### src/rtl/fifo_write_packer.sv
// Packs a narrow valid/ready lane stream into little-endian BITS-wide words
// and drives the async_fifo write port. Runs entirely on write_clk.
module fifo_write_packer #(
    parameter int                 BITS    = 32,
    parameter int                 IN_BITS = 8,
    parameter logic [IN_BITS-1:0] PAD     = '0
) (
    input  logic               write_clk,
    input  logic               write_rst_n,
    input  logic               s_valid,
    output logic               s_ready,
    input  logic [IN_BITS-1:0] s_data,
    input  logic               s_last,
    output logic               p_write_en,
    output logic [BITS-1:0]    p_write_data,
    input  logic               p_write_full,
    output logic [31:0]        word_count,
    output logic               partial
);

    localparam int RATIO  = BITS / IN_BITS;
    localparam int LANE_W = (RATIO > 1) ? $clog2(RATIO) : 1;

    if (((BITS % IN_BITS) != 0) || (RATIO < 2)) begin : g_bad_ratio
        $fatal(1, "fifo_write_packer: BITS/IN_BITS must be an integer >= 2");
    end

    localparam logic [BITS-1:0] PAD_WORD = {RATIO{PAD}};

    logic [BITS-1:0]   acc;
    logic [BITS-1:0]   merged;
    logic [BITS-1:0]   out_data;
    logic              out_valid;
    logic [LANE_W-1:0] lane;
    logic              accept;
    logic              complete;

    assign p_write_en   = out_valid & ~p_write_full;
    assign p_write_data = out_data;
    assign s_ready      = ~out_valid | ~p_write_full;
    assign accept       = s_valid & s_ready;
    assign complete     = (lane == LANE_W'(RATIO - 1)) | s_last;
    assign partial      = (lane != '0);

    // Unfilled lanes of acc already hold PAD, so inserting the current
    // lane yields the padded word on an early flush.
    always_comb begin
        merged = acc;
        for (int i = 0; i < RATIO; i++) begin
            if (lane == LANE_W'(i)) begin
                merged[i*IN_BITS +: IN_BITS] = s_data;
            end
        end
    end

    always_ff @(posedge write_clk or negedge write_rst_n) begin
        if (!write_rst_n) begin
            acc      <= PAD_WORD;
            lane     <= '0;
            out_data <= '0;
        end else if (accept) begin
            if (complete) begin
                out_data <= merged;
                acc      <= PAD_WORD;
                lane     <= '0;
            end else begin
                acc      <= merged;
                lane     <= lane + LANE_W'(1);
            end
        end
    end

    // A newly completed word takes priority so a write and a reload in the
    // same cycle keep out_valid high with no bubble.
    always_ff @(posedge write_clk or negedge write_rst_n) begin
        if (!write_rst_n) begin
            out_valid <= 1'b0;
        end else if (accept && complete) begin
            out_valid <= 1'b1;
        end else if (p_write_en) begin
            out_valid <= 1'b0;
        end
    end

    always_ff @(posedge write_clk or negedge write_rst_n) begin
        if (!write_rst_n) begin
            word_count <= '0;
        end else if (p_write_en) begin
            word_count <= word_count + 32'd1;
        end
    end

endmodule

### config.mk
export PLATFORM = sky130hd
export DESIGN_NAME = fifo_write_packer
export DESIGN_NICKNAME = d
export VERILOG_FILES = /design/src/rtl/fifo_write_packer.sv
export SDC_FILE = /design/constraint.sdc
export NUM_CORES = 1
export LEC_CHECK = 0
export BUFFER_PORTS_ARGS = -buffer_cell sky130_fd_sc_hd__buf_2
export CAP_MARGIN = 10
export CORE_MARGIN = 8
export CORE_UTILIZATION = 50
export DETAILED_ROUTE_END_ITERATION = 6
export PLACE_DENSITY = 0.85
export SLEW_MARGIN = 20
export SYNTH_ARGS = -nofsm -noshare
export SYNTH_HDL_FRONTEND = slang
export SYNTH_SLANG_ARGS = --single-unit
### constraint.sdc
create_clock -name write_clk -period 1.7 [get_ports write_clk]
set_clock_uncertainty 0.1 [all_clocks]
set_input_delay 0.17 -clock write_clk [delete_from_list [all_inputs] [get_ports write_clk]]
set_output_delay 0.17 -clock write_clk [all_outputs]
set_load 0.05 [all_outputs]
==> results_dict.tcl <==
set metrics [dict create \
    core_area_sq_mm 0.00826 \
    yosys_warnings 0 \
    synth_seq_cells 99 \
    end_kind "output pin" \
    finalSetupViolations 0 \
    ant_nets 0 \
    critical_path_class "reg2out" \
    port_buffers 79 \
    die_w_um 108 \
    p_per_area_mw_per_mm2 1230 \
    place.gp.congestion 0.848 \
    first_pass_iters 4 \
    drv_slew 0 \
    period_share 0.974 \
    grt-ovfl-total 0 \
    clk_latency_ns 0.37 \
    antenna_found_initial 0 \
    cap_violations 0 \
    ys.flop_type "dfrtp_1" \
    synth-seq-area-share 0.582 \
    ioPinCount 80 \
    post_synth_inst_count 358 \
    ys_types 34 \
    rows 33 \
    wire_per_inst_um 17.7 \
    drive_gt1_frac 0.360 \
    clockBufferDepth 2 \
    syn2layout_area_growth_pct 25.9 \
    synth_edf_count 0 \
    yosys.area.top_type "dfrtp_1" \
    n_antenna_cell 0 \
    hold_class "in2reg" \
    final_nets 480 \
    initial_core_util 0.516 \
    vias_per_cell 5.53 \
    p_total_w 0.00658 \
    layout.cells.non_filler 572 \
    status "finished clean" \
    synth_top_area_share 0.582 \
    clockRootBuffer "clkbuf_8" \
    min_period_ns 1.66 \
    synth_async_sr_flop_share 1.00 \
    ys_top_cells_by_area "dfrtp_1 58%, mux2i_1 7.8%, xnor2_1 5.1%" \
    grt_max_degree 41 \
    die_height_um 108 \
    hold_viol 0 \
    crit_required_ns 1.43 \
    dpl.cell_count 545 \
    max_freq_mhz 604 \
    route.vias.total 3163 \
    dieArea_sq_mm 0.0117 \
    numCtsBuffers 9 \
    dp_hpwl_mm 7.15 \
    startpoint_type "flop" \
    leakagePower_nw 2.63 \
    post-route-drc-count 0 \
    worst_slew_pin_slew_ns 0.437 \
    cts_sinks 99 \
    htreeDepth 3 \
    critPathMaxFanout 3 \
    cts.clk_slew.worst_paths_ns 0.10 \
    slew_headroom 0.708 \
    cts_tree "built" \
    grt_pass1_wl_mm 16.1 \
    synth_nets 376 \
    synth_area_per_cell_sq_um 11.9 \
    track_usage 0.174 \
    drtIter0Drc 124 \
    grt_pass1_vias 3290 \
    fill_cells 644 \
    netlist_area_sq_mm 0.00426 \
    finalWirelength_mm 10.1 \
    max-vdd-ir-drop_mv 0.959 \
    crit_arrival_ns 1.39 \
]
[critical path, cell delays in order (launching register included)]
cell and delay, ns:
dfrtp_1 0.43, inv_2 0.12, ha_4 0.17, clkinvlp_4 0.12, buf_6 0.17
[area by class of cell]
class                      count  area, sq um  share of cell area
clock buffer                  10          138              0.0257
timing repair buffer         107          686               0.128
multi-input combinational    240         1800               0.336
tap                          105          131              0.0245
clock inverter                 6         80.1              0.0149
sequential                    99         2500               0.467
inverter                       5         22.5             0.00420
[synth_stat cells, types with 6 or more instances]
library cell / count
xor2_1: 6
and2_1: 11
dfrtp_1: 99
nand3_1: 11
xnor2_1: 25
and3_1: 6
clkbuf_1: 10
mux2i_1: 33
nand4_1: 11
a22o_1: 24
o21ai_0: 32
nand2_1: 45
[sequential cells by signal (all words and copies together) (netlist names)]
| register | flops |
|---|---|
| acc | 32 |
| lane | 2 |
| word_count | 32 |
| p_write_data | 32 |
| out_valid | 1 |
[metrics by stage]
stage / cell area [sq um] / utilization / setup WS, ns / TNS [ns] / hold slack, ns
CTS: 5210 / 0.631 / -0.0605 / -0.657 / 0.0232
detailed placement: 4950 / 0.600 / -0.0142 / -0.0144 / 0.0428
global placement: 4950 / 0.600 / 0.0588 / 0 / 0.0341
floorplan: 4310 / - / -0.0273 / -0.0377 / -0.226
finish: 5360 / 0.649 / 0.0442 / 0 / 0.0585
global route: 5360 / 0.649 / -0.00840 / -0.00840 / 0.0740
[what timing repair did]
| action | in CTS | in global routing |
|---|---|---|
| gates resized for setup | 8 | 13 |
| hold buffers | 1 | 0 |
| hold endpoints to repair | 30 | 0 |
| endpoints found under the setup margin | 22 | 63 |
| pin swaps | 1 | 8 |
| gates cloned | 0 | 1 |
| setup buffers | 0 | 9 |
[kinds of logic (layout without fill, tap and decap cells)]
kind of cell / after synthesis / count (layout) / share of synthesized area
simple gates: 108 / 108 / 0.143
flops: 99 / 99 / 0.582
compound gates: 62 / 62 / 0.0993
mux: 34 / 34 / 0.0802
xor+xnor: 31 / 31 / 0.0638
buf+inv: 19 / 128 / 0.0173
fa+ha+maj: 5 / 5 / 0.0147
[metal layers]
metal	part of all wire	track usage
met4	0.014	0.0440
met3	0.079	0.0583
met1	0.43	0.217
met2	0.48	0.284
met5	0	0
[layout by cell type, fill, tap and decap left out, drive strengths merged, types with 8 or more instances in the layout]
cell type	instances
a22o	24
and2	11
buf	105
clkbuf	11
dfrtp	99
inv	8
mux2i	33
nand2	46
nand3	11
nand4	11
o21ai	36
xnor2	25
[power by group]
group	leakage (nW)	internal [W]	total (W)	switching, W
Combinational	1.21	0.000620	0.00209	0.00147
Clock	0.109	0.000757	0.00162	0.000861
Sequential	1.31	0.00266	0.00288	0.000217
Total	2.63	0.00403	0.00658	0.00255
[worst paths after layout]
check / cells after the start / slack, ns / to / startpoint
min reg2reg: 1 / 0.37 / word_count[31] / word_count[31]
max reg2reg: 5 / 0.07 / acc[5] / lane[0]
min: 3 / 0.06 / out_valid / p_write_full
max in group asynchronous: 3 / 0.77 / word_count[3] / write_rst_n
max: 4 / 0.04 / partial / lane[0]
min in group asynchronous: 2 / 0.18 / word_count[17] / write_rst_n
Note: power is estimated with default switching activity, not from simulation.
